$ cat src/rtl/fifo_pkg.sv
// Shared types and helpers for the byte FIFO.
package fifo_pkg;

    // Defaults used when the FIFO is instantiated without overrides.
    localparam int unsigned FifoDefaultWidth = 8;
    localparam int unsigned FifoDefaultDepth = 8;

    // Combined access decoded for one clock edge.
    typedef enum logic [1:0] {
        OpIdle = 2'b00,
        OpPush = 2'b01,
        OpPop  = 2'b10,
        OpBoth = 2'b11
    } fifo_op_e;

    // Pointer address width for a given entry count.
    function automatic int unsigned fifo_aw(input int unsigned depth);
        return $clog2(depth);
    endfunction

endpackage

$ cat src/rtl/fifo_mem.sv
// DEPTH x WIDTH register array: synchronous write port, indexed combinational read port.
module fifo_mem #(
    parameter int unsigned WIDTH = 8,
    parameter int unsigned DEPTH = 8,
    parameter int unsigned AW    = 3
) (
    input  logic             clk_i,
    input  logic             we_i,
    input  logic [AW-1:0]    waddr_i,
    input  logic [WIDTH-1:0] wdata_i,
    input  logic [AW-1:0]    raddr_i,
    output logic [WIDTH-1:0] rdata_o
);

    logic [WIDTH-1:0] mem_q [DEPTH];

    // Storage is deliberately not reset; only the FIFO pointers are.
    always_ff @(posedge clk_i) begin
        if (we_i) begin
            mem_q[waddr_i] <= wdata_i;
        end
    end

    // Read sees pre-edge contents, so a same-edge write to this slot never falls through.
    assign rdata_o = mem_q[raddr_i];

endmodule

$ cat src/rtl/fifo.sv
// Single-clock FIFO with registered read data and flags decoded from registered pointers.
module fifo
    import fifo_pkg::*;
#(
    parameter int unsigned WIDTH = FifoDefaultWidth,
    parameter int unsigned DEPTH = FifoDefaultDepth
) (
    input  logic             clk,
    input  logic             rst_n,
    input  logic             wr,
    input  logic             rd,
    input  logic [WIDTH-1:0] wrdata,
    output logic [WIDTH-1:0] rddata,
    output logic             empty,
    output logic             full
);

    localparam int unsigned AW = fifo_aw(DEPTH);
    // Pointers carry an extra wrap bit to tell full from empty.
    localparam logic [AW:0] PtrOne = {{AW{1'b0}}, 1'b1};

    logic [AW:0]      wp_q, wp_d;
    logic [AW:0]      rp_q, rp_d;
    logic [WIDTH-1:0] rddata_q, rddata_d;
    logic [WIDTH-1:0] mem_rdata;
    logic             wr_acc;
    logic             rd_acc;
    fifo_op_e         op;

    // Status decoded purely from registered pointers: no path from wr/rd.
    always_comb begin
        empty = (wp_q == rp_q);
        full  = (wp_q[AW-1:0] == rp_q[AW-1:0]) && (wp_q[AW] != rp_q[AW]);
    end

    // Accept logic; a read frees a slot on the same edge, so write-while-full is ok with rd.
    always_comb begin
        rd_acc = rd && !empty;
        wr_acc = wr && (!full || rd);
        op     = fifo_op_e'({rd_acc, wr_acc});
    end

    // Pointer and read-data next state.
    always_comb begin
        wp_d     = wp_q;
        rp_d     = rp_q;
        rddata_d = rddata_q;
        unique case (op)
            OpIdle: ;
            OpPush: begin
                wp_d = wp_q + PtrOne;
            end
            OpPop: begin
                rp_d     = rp_q + PtrOne;
                rddata_d = mem_rdata;
            end
            OpBoth: begin
                wp_d     = wp_q + PtrOne;
                rp_d     = rp_q + PtrOne;
                rddata_d = mem_rdata;
            end
            default: ;
        endcase
    end

    // Pointer and read-data registers; reset discards all stored entries.
    always_ff @(posedge clk or negedge rst_n) begin
        if (!rst_n) begin
            wp_q     <= '0;
            rp_q     <= '0;
            rddata_q <= '0;
        end else begin
            wp_q     <= wp_d;
            rp_q     <= rp_d;
            rddata_q <= rddata_d;
        end
    end

    assign rddata = rddata_q;

    fifo_mem #(
        .WIDTH (WIDTH),
        .DEPTH (DEPTH),
        .AW    (AW)
    ) u_mem (
        .clk_i   (clk),
        .we_i    (wr_acc),
        .waddr_i (wp_q[AW-1:0]),
        .wdata_i (wrdata),
        .raddr_i (rp_q[AW-1:0]),
        .rdata_o (mem_rdata)
    );

endmodule

$ cat config.mk
export PLATFORM = sky130hd
export DESIGN_NAME = fifo
export DESIGN_NICKNAME = d
export VERILOG_FILES = /design/src/rtl/fifo_pkg.sv /design/src/rtl/fifo_mem.sv /design/src/rtl/fifo.sv
export SDC_FILE = /design/constraint.sdc
export NUM_CORES = 1
export LEC_CHECK = 0
export ABC_AREA = 1
export BUFFER_PORTS_ARGS = -buffer_cell sky130_fd_sc_hd__buf_2
export CAP_MARGIN = 20
export CELL_PAD_IN_SITES_DETAIL_PLACEMENT = 0
export CELL_PAD_IN_SITES_GLOBAL_PLACEMENT = 1
export CORE_MARGIN = 2
export CORE_UTILIZATION = 47
export DETAILED_ROUTE_END_ITERATION = 6
export PLACE_DENSITY = 0.88
export SYNTH_ARGS = -nofsm -noshare
export SYNTH_HDL_FRONTEND = slang
export SYNTH_SLANG_ARGS = --single-unit
$ cat constraint.sdc
create_clock -name clk -period 2.48 [get_ports clk]
set_input_delay 0.124 -clock clk [delete_from_list [all_inputs] [get_ports clk]]
set_output_delay 0.124 -clock clk [all_outputs]
set_load 0.01 [all_outputs]
==> out/qor_table.md, run 1 <==
| Stage | Item | Reported |
|:---|:---|:---|
| outcome | Status | finished clean |
| placement | Placed cell area | 3610 um^2 |
| cts | Buffers from clock root to sink, at most | 2 |
| critical path | Cell-by-cell listing of the critical path | xnor2_2, nand4_2, nand3_1, nor2_1 |
| cts | Source-to-sink clock delay at the later pin of the worst-skew pair | 0.35 ns |
| timing | Portion of the clock cycle consumed by the worst path in the final layout | 85.1% |
| cts | Number of sinks driven by the clock tree | 80 |
| logic synthesis | Number of cells produced by synthesis | 329 |
| critical path | Data arrival time of the worst path | 2.09 ns |
| critical path | FF-to-FF setup slack | 0.37 ns |
| logic synthesis | Cell types with the highest counts after synthesis | nand2_1, edfxtp_1, nor2_1, o21ai_0, dfrtp_1 |
| logic synthesis | Count of flip-flops with a built-in enable after synthesis | 64 |
| cts | Setup Fix Bufs, Post-CTS | 0 |
| placement | Port Buffers | 21 |
| floorplan | Initial core utilization | 47.9% |
| floorplan | Die Ht | 89.5 um |
| logic synthesis | Post-synth top flop | edfxtp_1 |
| grt | Total global routing track utilization | 20.0% |
| logic synthesis | Area share of the largest cell type after synthesis | 55.9% |
| critical path | Worst Reg-to-Reg Cells | 4 |
| logic synthesis | Biggest area contributors in the synthesized netlist | edfxtp_1, nand2_1, dfrtp_1 |
| timing | Endpoints failing hold | 0 |
| placement | Placer Congestion | 0.854 |
| cts | Post-CTS clock slew at the launch and capture registers of the worst setup and hold paths | 0.08 ns |
| min path | Cells on Worst Hold Path | 3 |
| critical path | Maximum fanout encountered on the critical timing path | 13 |
| grt | Number of global-route vias before repair | 2,158 |
| critical path | Critical path data required time | 2.46 ns |
| cts | CTS tree | yes |
| critical path | Crit. End Element | register |
| final layout | Area of the multi-input gates | 991 um^2 |
| power | Largest voltage drop on the vdd net | 0.499 mV |
| final layout | Fillcell total | 613 |
| logic synthesis | Yosys reg bits | 80 |
| timing | Slew Limit Fails | 0 |
| power | Power per cell area | 1200 nW/um^2 |
| placement | Final HPWL DP | 4970 um |
| routing | Aggregate routed wire length | 7280 um |
| grt | Number of antenna violations at the first check in global routing | 0 |
| timing | Headroom to the max-slew limit | 51.9% |
| final layout | Fraction of layout cells with a size suffix above 1 | 15.1% |
| timing | Clock skew after layout | 0.00518 ns |
| final layout | Number of nets in the layout | 366 |
| logic synthesis | Dominant cell by count in the synthesized netlist | nand2_1 |
| logic synthesis | Part of the Yosys area used for sequential elements | 67.5% |
| routing | First drt pass iteration count | 4 |
| critical path | Max stage delay cell, worst path | dfrtp_1 |
| cts | Cts bufs inserted | 9 |
| final layout | Number of diodes added for antenna fixing | 0 |
| final layout | Total area of sequential cells | 2320 um^2 |
| logic synthesis | Async set-or-reset flop fraction in the synthesized netlist | 20.0% |
| timing | Measured slew at the worst slew-check pin | 0.719 ns |
| routing | Total number of vias | 2,247 |
| logic synthesis | Yosys warns | 0 |
| logic synthesis | Number of different library cells in the post-synthesis netlist | 22 |
| grt | First-pass GRT wire length | 11,300 um |
| grt | Global route overflow | 0 |
| logic synthesis | Syn Nets | 343 |
| critical path | Kind of launch point of the worst setup path | register |
| routing | Mean routed wirelength per cell | 16.0 um |
| timing | Final sum of negative setup slack | 0 ns |
| floorplan | DIE AREA | 8020 um^2 |
| timing | Maximum operating frequency | 474 MHz |
| floorplan | # IOs | 22 |
| final layout | Signed area change from the synthesized netlist to the final layout | 12.0% |
| critical path | Max incr delay on CP | 0.65 ns |
| routing | DRC violation count after routing | 0 |
| cts | Total number of H-tree levels | 3 |
| logic synthesis | Mean Syn Cell Area | 10.5 um^2 |
| timing | Hold Worst Slack | 0.0692 ns |
| routing | Avg Vias per Cell | 4.93 |
| critical path | Type of the worst setup path | reg2reg |
| min path | Worst Hold Class | in2reg |
| grt | Pin count of the biggest net entering global routing | 34 |
| timing | Clock period minus final worst setup slack | 2.11 ns |
| final layout | Cell area after layout | 3850 um^2 |
| routing | Final ANT Viol Nets | 0 |
| logic synthesis | Post-Syn Area | 3440 um^2 |
| power | Leakage dissipation | 1.59 nW |
| cts | Root Buffer Master | clkbuf_8 |
| timing | Setup violations, final | 0 |
| timing | Setup repair after global routing missed its margin | false |
| logic synthesis | Library cell with the largest summed area after synthesis | edfxtp_1 |
| job | Max-cap violation count | 0 |
| floorplan | Std-Cell Rows | 31 |
| floorplan | Area of the core region | 7180 um^2 |
| routing | Number of design-rule violations left by the first detailed-router iteration | 176 |
| floorplan | Horizontal die dimension | 89.5 um |
## final cells by class
cell class	instances	share of cell area, %
tap	99	3.22
timing repair buffer	27	3.96
clock buffer	10	3.57
clock inverter	6	2.34
sequential	80	60.3
multi-input combinational	225	25.7
inverter	9	0.877
## power breakdown
part	switching, W	internal, W
clock	0.000482	0.000598
combinational	0.00107	0.000554
sequential	0.000202	0.00173
total	0.00175	0.00288
## stage by stage
stage                     util [%]  power, W  setup slack (ns)  instances
after global placement        50.4   0.00357             0.430        439
after floorplan                  -   0.00315             0.713        329
after global routing          53.7   0.00497             0.170        456
after detailed placement      50.4   0.00358             0.362        439
final                         53.7   0.00463             0.368        456
after CTS                     53.7   0.00465             0.351        456
## critical path: cells and delay by family (launching register included)
family,cells,cell delay [ns]
simple gates,3,0.92
flops,1,0.65
xor+xnor,1,0.18
## sequential cells by signal (all words and copies together), names as in the netlist
signal,cells
u_mem.mem_q,64
rddata,8
rp_q,4
wp_q,4
## per-layer routing
layer | vias to the layer above | track usage (%) | share of wire (%)
met5 | - | 0 | 0
met4 | 0 | 7.87 | 3.1
met3 | 16 | 4.80 | 6.7
met2 | 69 | 32.1 | 46
met1 | 1034 | 26.3 | 44
li1 | 1128 | - | -
## what timing repair did
| item | CTS | global route |
|---|---|---|
| endpoints found under the hold margin | 16 | 0 |
| hold buffers | 1 | 0 |
| resized for setup | 0 | 0 |
## worst paths after layout
check	startpoint	endpoint
setup / recovery	rp_q[2]	u_mem.mem_q[2][0]
hold / removal	wr	wp_q[2]
setup reg to reg	rp_q[2]	u_mem.mem_q[2][0]
hold reg to reg	rddata[1]	rddata[1]
max in group asynchronous	rst_n	rddata[0]
min in group asynchronous	rst_n	wp_q[2]
## placed cells by master, fill, tap and decap left out, types with 2 or more instances in the layout
cell,netlist,layout
nor2_1,51,51
nand3_1,8,8
inv_2,5,5
xnor2_1,4,4
xor2_1,2,2
ha_1,2,2
o21ai_0,33,33
nand2_1,118,118
buf_2,6,21
buf_4,3,5
edfxtp_1,64,64
clkbuf_8,0,10
bufinv_16,0,2
nand2_2,2,2
inv_1,4,4
dfrtp_1,16,16
## logic make-up (layout without fill, tap and decap cells)
| logic type | after synthesis | count (layout) | synth area share (%) |
|---|---|---|---|
| buffers and inverters | 24 | 52 | 3.64 |
| adder cells (fa/ha/maj) | 2 | 2 | 0.728 |
| AND/OR/NAND/NOR | 183 | 183 | 21.3 |
| AO/OA/AOI/OAI | 33 | 33 | 4.80 |
| XOR/XNOR | 7 | 7 | 2.00 |
| flip-flops | 80 | 80 | 67.5 |
(Power assumes the default switching activity.)
==> run 2: changes to the inputs <==
- CORE_UTILIZATION: 47 -> 31
- CTS_BUF_LIST: default -> sky130_fd_sc_hd__clkbuf_4 sky130_fd_sc_hd__clkbuf_8
- PLACE_DENSITY: 0.88 -> 0.65
- SLEW_MARGIN: default -> 20
==> run 2 against run 1 <==
Compared with the run above:
- sequential share of layout area shrank 0.27 points
- worst setup slack improved by 0.097 ns
- final cell count increased by 9.4%
- first-iteration DRC count decreased by 6.8%
- die area is 49% higher
- register-to-register slack better by 0.097 ns
- utilization down 18 points
- sequential power decreased by 2%
- power fell by 3.6%
- clock power is 20% lower
- global-route usage is 5.6 points lower
==> out/qor_table.md, run 2 (synthesis gave the netlist of run 1 again) <==
| Stage | Item | Reported | vs previous |
|:---|:---|:---|:---|
| final layout | Signed area change from the synthesized netlist to the final layout | 12.5% | was 12.0% |
| power | Clk pwr share | 19.3% | was 23.3% |
| timing | Endpoints failing hold | 0 | unchanged |
| cts | Source-to-sink clock delay at the later pin of the worst-skew pair | 0.35 ns | about the same |
| floorplan | Area of the core region | 10,800 um^2 | was 7180 um^2 |
| power | Power per cell area | 1150 nW/um^2 | was 1200 nW/um^2 |
| floorplan | DIE AREA | 11,900 um^2 | was 8020 um^2 |
| floorplan | # IOs | 22 | unchanged |
| final layout | Fraction of layout cells with a size suffix above 1 | 15.3% | was 15.1% |
| routing | Number of design-rule violations left by the first detailed-router iteration | 164 | was 176 |
| final layout | Cell Count, Final, Fillers Out | 499 | was 456 |
| final layout | Number of nets in the layout | 368 | was 366 |
| routing | Total number of vias | 2,224 | was 2,247 |
| timing | Final sum of negative setup slack | 0 ns | unchanged |
| cts | Number of sinks driven by the clock tree | 80 | unchanged |
| timing | Clock skew after layout | 0.00801 ns | was 0.00518 ns |
| power | Net switching fraction of the power | 40.3% | was 37.8% |
| final layout | Most common cell after layout, fill and taps aside | nand2_1 | unchanged |
| grt | Number of antenna violations at the first check in global routing | 0 | unchanged |
| power | NetSw | 0.00180 W | was 0.00175 W |
| final layout | Max reg flops | 64 | unchanged |
| power | Power Internal | 0.00266 W | was 0.00288 W |
| timing | Headroom to the max-slew limit | 51.9% | about the same |
| job | Max-cap violation count | 0 | unchanged |
| final layout | Total area of sequential cells | 2320 um^2 | unchanged |
| timing | Setup repair after global routing missed its margin | false | unchanged |
| timing | Clock period minus final worst setup slack | 2.01 ns | was 2.11 ns |
| routing | Mean routed wirelength per cell | 15.6 um | was 16.0 um |
| final layout | Number of diodes added for antenna fixing | 0 | unchanged |
| min path | Worst Hold Class | in2reg | unchanged |
| cts | Root Buffer Master | clkbuf_8 | unchanged |
| routing | DRC violation count after routing | 0 | unchanged |
| critical path | Critical path data required time | 2.46 ns | about the same |
| outcome | Status | finished clean | unchanged |
| critical path | Maximum fanout encountered on the critical timing path | 9 | was 13 |
| routing | Aggregate routed wire length | 7770 um | was 7280 um |
| cts | CTS tree | yes | unchanged |
| critical path | Type of the worst setup path | reg2reg | unchanged |
| placement | Post-placement cell count | 482 | was 439 |
| timing | Measured slew at the worst slew-check pin | 0.719 ns | about the same |
| cts | Buffers from clock root to sink, at most | 2 | unchanged |
| cts | Total number of H-tree levels | 3 | unchanged |
| floorplan | Die Ht | 109 um | was 89.5 um |
| power | Sequential fraction of design power | 42.3% | was 41.7% |
| critical path | Data arrival time of the worst path | 1.99 ns | was 2.09 ns |
| cts | Number of gates resized after CTS | 0 | unchanged |
| placement | Port Buffers | 21 | unchanged |
| critical path | Crit. End Element | register | unchanged |
| floorplan | Horizontal die dimension | 109 um | was 89.5 um |
| timing | Setup violations, final | 0 | unchanged |
| final layout | Post-layout utilization of the core | 35.7% | was 53.7% |
| floorplan | Std-Cell Rows | 38 | was 31 |
| routing | Avg Vias per Cell | 4.46 | was 4.93 |
| timing | Hold Worst Slack | 0.0766 ns | was 0.0692 ns |
| timing | Maximum operating frequency | 496 MHz | was 474 MHz |
| grt | First-pass GRT wire length | 12,100 um | was 11,300 um |
| critical path | Kind of launch point of the worst setup path | register | unchanged |
| final layout | Largest register by flop count | u_mem.mem_q | unchanged |
| final layout | Fillcell total | 1,078 | was 613 |
| routing | First drt pass iteration count | 4 | unchanged |
| timing | Portion of the clock cycle consumed by the worst path in the final layout | 81.2% | was 85.1% |
| cts | Post-CTS clock slew at the launch and capture registers of the worst setup and hold paths | 0.08 ns | about the same |
| cts | Cts bufs inserted | 9 | unchanged |
| power | Leakage dissipation | 1.58 nW | was 1.59 nW |
| power | Largest voltage drop on the vdd net | 0.429 mV | was 0.499 mV |
| cts | Setup Fix Bufs, Post-CTS | 0 | unchanged |
| grt | Total global routing track utilization | 14.3% | was 20.0% |
| grt | Number of global-route vias before repair | 2,251 | was 2,158 |
| grt | Global route overflow | 0 | unchanged |
| final layout | Area of the multi-input gates | 991 um^2 | unchanged |
| placement | Placer Congestion | 0.844 | was 0.854 |
| routing | Final ANT Viol Nets | 0 | unchanged |
| floorplan | Initial core utilization | 31.7% | was 47.9% |
| timing | Slew Limit Fails | 0 | unchanged |
| final layout | Top library cells by usage in the layout, fill and taps aside | nand2_1, edfxtp_1, nor2_1 | unchanged |
| placement | Final HPWL DP | 5390 um | was 4970 um |
| grt | Pin count of the biggest net entering global routing | 34 | unchanged |
| power | Combinational share of power | 38.4% | was 35.0% |
[run 2: stage by stage]
step           instance area (um^2)  power [W]  worst slack (ns)
2_1_floorplan                  3440    0.00315             0.713
3_3_place_gp                   3680    0.00366             0.533
3_5_place_dp                   3680    0.00365             0.469
4_1_cts                        3870    0.00452             0.466
5_1_grt                        3870    0.00484             0.294
6_report                       3870    0.00446             0.466
[run 2: cell type report]
| class | count | area share (%) |
|---|---|---|
| Multi-Input combinational cell | 225 | 25.6 |
| Timing Repair Buffer | 29 | 4.33 |
| Clock buffer | 9 | 3.20 |
| Tap cell | 140 | 4.53 |
| Inverter | 9 | 0.873 |
| Clock inverter | 7 | 1.42 |
| Sequential cell | 80 | 60.0 |
[run 2: timing repair]
item                                   CTS  global route
hold buffers                             1             0
endpoints found under the hold margin   16             0
setup endpoints to repair                0             0
[run 2: final timing paths]
kind                            from                end  slack [ns]  cells after the start
max                          wp_q[1]  u_mem.mem_q[4][3]        0.47                      7
min                               wr            wp_q[2]        0.08                      3
min in group asynchronous      rst_n            wp_q[1]        0.22                      2
min reg2reg                rddata[1]          rddata[1]        0.48                      2
max in group asynchronous      rst_n          rddata[5]        1.98                      2
max reg2reg                  wp_q[1]  u_mem.mem_q[4][3]        0.47                      7
[run 2: routing by layer]
layer | GRT usage [%] | routed length, um | vias to the layer above
met2 | 24.8 | 3860 | 51
met4 | 6.42 | 167 | 0
li1 | - | - | 1134
met3 | 2.55 | 359 | 13
met1 | 17.5 | 3380 | 1026
met5 | 0 | 0 | -
[run 2: power groups by stage]
stage / clock network, W / registers [W] / logic [W]
after floorplan: 0 / 0.00189 / 0.00126
after global placement: 0 / 0.00191 / 0.00175
after detailed placement: 0 / 0.00192 / 0.00173
after CTS: 0.000885 / 0.00189 / 0.00174
after global routing: 0.000942 / 0.00192 / 0.00198
final: 0.000860 / 0.00189 / 0.00171
[run 2: critical path, stage by stage (launching register included)]
cell and delay [ns]:
dfrtp_1 0.48, inv_2 0.10, nand2_1 0.05, nand2_1 0.10
nor2_4 0.06, nand4_2 0.11, nand3_1 0.16, nor2_1 0.59
